<file path="src/rtl/dmem_port_ctrl.sv">
// dmem_port_ctrl: owns the single data-memory port. It arbitrates store-buffer
// drains (priority) against LSU loads, holds the selected request on the dmem
// bus until dmem_resp, returns load data with its tag, and publishes mem_state
// for the store buffer's push/pop decision.
//
// Ports:
//   clk, rst                      clock, asynchronous active-high reset
//   sb_addr/sb_wmask/sb_wdata     store-buffer drain request (wmask != 0)
//   ld_valid/ld_addr/ld_rmask/
//   ld_tag, ld_ready              LSU load request handshake
//   ld_resp_valid/rdata/tag       one-cycle load return
//   mem_state                     0 idle, 1 load, 2 store (registered)
//   dmem_addr/rmask/wmask/wdata   registered memory request
//   dmem_rdata, dmem_resp         memory return data and completion pulse
//   err_timeout                   one-cycle pulse when an access waits too long
module dmem_port_ctrl #(
    parameter int unsigned TAG_WIDTH      = 5,
    parameter int unsigned TIMEOUT_CYCLES = 1023
) (
    input  logic                 clk,
    input  logic                 rst,
    input  logic [31:0]          sb_addr,
    input  logic [3:0]           sb_wmask,
    input  logic [31:0]          sb_wdata,
    input  logic                 ld_valid,
    input  logic [31:0]          ld_addr,
    input  logic [3:0]           ld_rmask,
    input  logic [TAG_WIDTH-1:0] ld_tag,
    output logic                 ld_ready,
    output logic                 ld_resp_valid,
    output logic [31:0]          ld_resp_rdata,
    output logic [TAG_WIDTH-1:0] ld_resp_tag,
    output logic [1:0]           mem_state,
    output logic [31:0]          dmem_addr,
    output logic [3:0]           dmem_rmask,
    output logic [3:0]           dmem_wmask,
    output logic [31:0]          dmem_wdata,
    input  logic [31:0]          dmem_rdata,
    input  logic                 dmem_resp,
    output logic                 err_timeout
);

    localparam int unsigned CNT_W = $clog2(TIMEOUT_CYCLES + 1);
    localparam logic [31:0] WORD_MASK = 32'hFFFF_FFFC;

    typedef enum logic [1:0] {
        IDLE  = 2'd0,
        LOAD  = 2'd1,
        STORE = 2'd2
    } state_t;

    state_t               state, state_nx;
    logic [TAG_WIDTH-1:0] tag_q, tag_nx;
    logic [CNT_W-1:0]     cnt_q, cnt_nx;
    logic [31:0]          addr_nx, wdata_nx, resp_rdata_nx;
    logic [3:0]           rmask_nx, wmask_nx;
    logic [TAG_WIDTH-1:0] resp_tag_nx;
    logic                 resp_valid_nx, err_nx;

    // mem_state is the state register itself, so it never depends on inputs
    assign mem_state = state;

    // State and registered outputs
    always_ff @(posedge clk or posedge rst) begin
        if (rst) begin
            state         <= IDLE;
            tag_q         <= '0;
            cnt_q         <= '0;
            dmem_addr     <= '0;
            dmem_rmask    <= '0;
            dmem_wmask    <= '0;
            dmem_wdata    <= '0;
            ld_resp_valid <= 1'b0;
            ld_resp_rdata <= '0;
            ld_resp_tag   <= '0;
            err_timeout   <= 1'b0;
        end else begin
            state         <= state_nx;
            tag_q         <= tag_nx;
            cnt_q         <= cnt_nx;
            dmem_addr     <= addr_nx;
            dmem_rmask    <= rmask_nx;
            dmem_wmask    <= wmask_nx;
            dmem_wdata    <= wdata_nx;
            ld_resp_valid <= resp_valid_nx;
            ld_resp_rdata <= resp_rdata_nx;
            ld_resp_tag   <= resp_tag_nx;
            err_timeout   <= err_nx;
        end
    end

    // Next-state, request capture, completion and timeout logic
    always_comb begin
        state_nx      = state;
        tag_nx        = tag_q;
        cnt_nx        = cnt_q;
        addr_nx       = dmem_addr;
        rmask_nx      = dmem_rmask;
        wmask_nx      = dmem_wmask;
        wdata_nx      = dmem_wdata;
        resp_valid_nx = 1'b0;
        resp_rdata_nx = ld_resp_rdata;
        resp_tag_nx   = ld_resp_tag;
        err_nx        = 1'b0;
        ld_ready      = 1'b0;

        case (state)
            IDLE: begin
                cnt_nx   = '0;
                ld_ready = (sb_wmask == 4'd0);
                if (sb_wmask != 4'd0) begin
                    // store drain wins; a simultaneous load stays held by the LSU
                    state_nx = STORE;
                    addr_nx  = sb_addr & WORD_MASK;
                    wmask_nx = sb_wmask;
                    rmask_nx = 4'd0;
                    wdata_nx = sb_wdata;
                end else if (ld_valid) begin
                    state_nx = LOAD;
                    addr_nx  = ld_addr & WORD_MASK;
                    rmask_nx = ld_rmask;
                    wmask_nx = 4'd0;
                    tag_nx   = ld_tag;
                end
            end
            LOAD, STORE: begin
                if (dmem_resp) begin
                    state_nx = IDLE;
                    rmask_nx = 4'd0;
                    wmask_nx = 4'd0;
                    cnt_nx   = '0;
                    if (state == LOAD) begin
                        resp_valid_nx = 1'b1;
                        resp_rdata_nx = dmem_rdata;
                        resp_tag_nx   = tag_q;
                    end
                end else if (cnt_q != CNT_W'(TIMEOUT_CYCLES)) begin
                    // saturating wait counter; the access itself keeps going
                    cnt_nx = cnt_q + CNT_W'(1);
                    err_nx = (cnt_nx == CNT_W'(TIMEOUT_CYCLES));
                end
            end
            default: begin
                state_nx = IDLE;
                rmask_nx = 4'd0;
                wmask_nx = 4'd0;
            end
        endcase
    end

endmodule

</file>
<file path="config.mk">
export PLATFORM = sky130hd
export DESIGN_NAME = dmem_port_ctrl
export DESIGN_NICKNAME = d
export VERILOG_FILES = /design/src/rtl/dmem_port_ctrl.sv
export SDC_FILE = /design/constraint.sdc
export NUM_CORES = 1
export LEC_CHECK = 0
export ABC_CLOCK_PERIOD_IN_PS = 10670
export CORE_MARGIN = 3
export CORE_UTILIZATION = 44
export DETAILED_ROUTE_END_ITERATION = 6
export HOLD_SLACK_MARGIN = 0.15
export PLACE_DENSITY = 0.95
export SLEW_MARGIN = 10
export SYNTH_ARGS = -nofsm -noshare
export SYNTH_HDL_FRONTEND = slang
export SYNTH_SLANG_ARGS = --single-unit
</file>
<file path="constraint.sdc">
create_clock -name clk -period 10.67 [get_ports clk]
set_input_delay 2.134 -clock clk [delete_from_list [all_inputs] [get_ports clk]]
set_output_delay 2.134 -clock clk [all_outputs]
set_load 0.02 [all_outputs]
</file>
==> summary.txt <==
Slew @ Worst Pin -> 0.9885 ns
MaxCap Viol Count -> 0
Post-CTS Setup Bufs -> 0
Comb power frac -> 45.3%
routed len/inst -> 18.41 um
reg2reg setup slack -> 8.15 ns
1st-iter DRT viols -> 336
clk_skew -> 0.005289 ns
CTS Root Cell -> clkbuf_16
period utilisation layout -> 55.80%
largest net degree at the start of global routing -> 74
clk sinks -> 126
Slew HR -> 33.96%
switching share of power -> 35.69%
Die Width -> 116.0 um
R2R Path Start -> mem_state[1]
hold endpoint -> dmem_addr[29]
Slew Viols, Final -> 0
worst-skew pair later-pin latency -> 0.41 ns
fill cell count -> 750
Vias/cell -> 5.141
ant diodes -> 0
Synth Cell Area -> 5320 um2
setup violators final -> 0
CTS Buffer Depth -> 2
cell count after synthesis -> 412
vias -> 4,221
HP Start -> dmem_addr[29]
gr usage total -> 22.58%
Main synth FF type -> dfrtp_1
met1 wire length -> 5455 um
clock share of power -> 22.5%
met2 routed wirelength -> 7925 um
H-tree levels -> 4
Final min period -> 5.954 ns
Layout Cell Area excl Fill -> 8536 um2
Seq pwr share -> 32.2%
initial antenna violation count -> 0
PD cells -> 294.1 nW/um2
Die Span Y -> 116.0 um
crit start category -> primary input
WS Path Type -> in2out
Critical Path AT -> 3.82 ns
first-pass GRT wire length -> 23,190 um
Num CTS Buffers -> 17
reg-to-reg endpoint -> cnt_q[6]
Crit. End Element -> output port
CP required -> 8.54 ns
number of synthesized flops with an enable pin -> 0
Synth Register Bits -> 126
layout cells sized above 1 -> 17.40%
routability cong. -> 0.8042
initial core utilization -> 45.81%
post-synthesis sequential area ratio -> 59.27%
Syn Area/Cell -> 12.91 um2
top achievable clock speed -> 167.9 MHz
clk slew on worst S/H paths -> 0.06 ns
Detail Placement HPWL -> 11,120 um
Net Switching -> 895.8 uW
FF/Latch Area -> 3153 um2
# resized after CTS -> 0
RSZ-0062 raised after global routing -> false
multi-input combinational cell area -> 2016 um2
Cell variety after synth -> 45
Tightest Hold Check Type -> reg2reg
# port buffers -> 252
hold buffer count at CTS -> 0
Internal -> 1614 uW
outcome -> completed
highest metal used -> met4
number of global-route vias before repair -> 4,492
TritonRoute pass-1 iters -> 4
IO Pins -> 259
floorplan row count -> 39
Post-DP Area -> 7925 um2
Leakage -> 0.003608 uW
final hold violation count -> 0
Reg2Reg Depth -> 6
Yosys Warn Count -> 0
core area -> 11,610 um2
Layout area overhead -> 60.44%
CTS tree -> built
DRT antenna net count -> 0
worst hold stages -> 2
total negative slack -> 0 ns
DRT Wirelength -> 15,110 um
met3 routed WL -> 1498 um
Max IR drop VDD -> 0.2527 mV
DIE AREA -> 13,450 um2
drc violations -> 0
GRT overflow -> 0
Critical Path Fanout Max -> 4
async set or reset register ratio after synthesis -> 100.0%
NumNets Final -> 814
==> final cells by class <==
type,count,share of cell area (%)
sequential,126,36.94
timing repair buffer,256,30.05
multi-input combinational,256,23.61
clock buffer,19,5.306
tap,143,2.096
clock inverter,13,1.612
inverter,8,0.3811
==> kinds of logic after synthesis <==
group	share of synthesized area, %
buffers and inverters	3.081
AND/OR/NAND/NOR	6.915
adder cells (fa/ha/maj)	0.9408
XOR/XNOR	0.3293
AO/OA/AOI/OAI	7.691
flip-flops	59.27
multiplexers	21.71
other	0.07049
==> registers in the layout, indices dropped and copies added (netlist names) <==
signal,count
ld_resp_tag,5
mem_state,2
dmem_wdata,32
ld_resp_valid,1
dmem_rmask,4
dmem_addr,30
dmem_wmask,4
cnt_q,10
ld_resp_rdata,32
tag_q,5
err_timeout,1
==> power groups by stage <==
stage	Combinational (uW)	Sequential (uW)	Clock, uW
6_report	1140	809	565
5_1_grt	1210	834	602
4_1_cts	1140	809	577
3_5_place_dp	1130	813	0
3_3_place_gp	1100	792	0
2_1_floorplan	361	1040	0
==> worst max-delay path: stages <==
cell and delay, ns:
clkdlybuf4s50_1 0.51, nor4_4 0.31, nand2_1 0.15, inv_1 0.10, clkdlybuf4s50_1 0.61
==> worst max path at each step <==
stage	start	endpoint	slack (ns)	cells past startpoint
global placement	sb_wmask[0]	ld_ready	4.74	5
finish	sb_wmask[1]	ld_ready	4.72	5
CTS	sb_wmask[1]	ld_ready	4.69	5
floorplan	rst	cnt_q[0]	5.18	1
detailed placement	sb_wmask[0]	ld_ready	4.70	5
global route	sb_wmask[1]	ld_ready	4.66	5
==> synth_stat cells, types with 2 or more instances <==
cell type,n,area [um2]
mux2i_1,31,310.3
clkbuf_2,3,15.01
nand4_1,3,18.77
nor2_1,5,18.77
mux2_2,75,844.6
o21ai_0,34,170.2
a22oi_1,5,37.54
a22o_1,4,35.03
inv_1,8,30.03
buf_2,8,40.04
buf_4,3,22.52
o21ai_1,6,30.03
nand3_1,6,30.03
o211ai_1,2,15.01
buf_6,3,33.78
nand2_1,43,161.4
ha_1,4,50.05
xnor2_1,2,17.52
clkbuf_1,5,18.77
a211o_1,3,26.28
nor3_1,4,20.02
a21oi_1,4,20.02
dfrtp_1,126,3153
and3_1,3,18.77
and2_1,2,12.51
==> placed cells by master, fill, tap and decap left out, drive strengths merged, types with 5 or more instances in the layout <==
master	n
nand3	7
mux2	75
o21ai	41
nor2	5
a22oi	5
clkdlybuf4s50	252
clkinv	5
dfrtp	126
clkbuf	19
mux2i	31
inv	11
nand2	44
==> stage by stage <==
stage	instances	power (uW)	hold WS, ns	setup WS [ns]	util, %
after global routing	821	2645	0.5092	4.655	73.50
after CTS	820	2529	0.4827	4.691	73.32
after floorplan	413	1398	0.4750	5.180	-
after detailed placement	788	1945	0.4699	4.704	68.24
after global placement	788	1890	0.4606	4.742	68.24
final	821	2510	0.4738	4.716	73.50
==> routing by layer <==
layer,up-vias,GRT usage (%)
met5,-,0
met2,218,39.93
li1,1967,-
met1,2014,24.07
met3,22,9.556
met4,0,8.198
No activity file was read; power rests on OpenSTA's default activity.
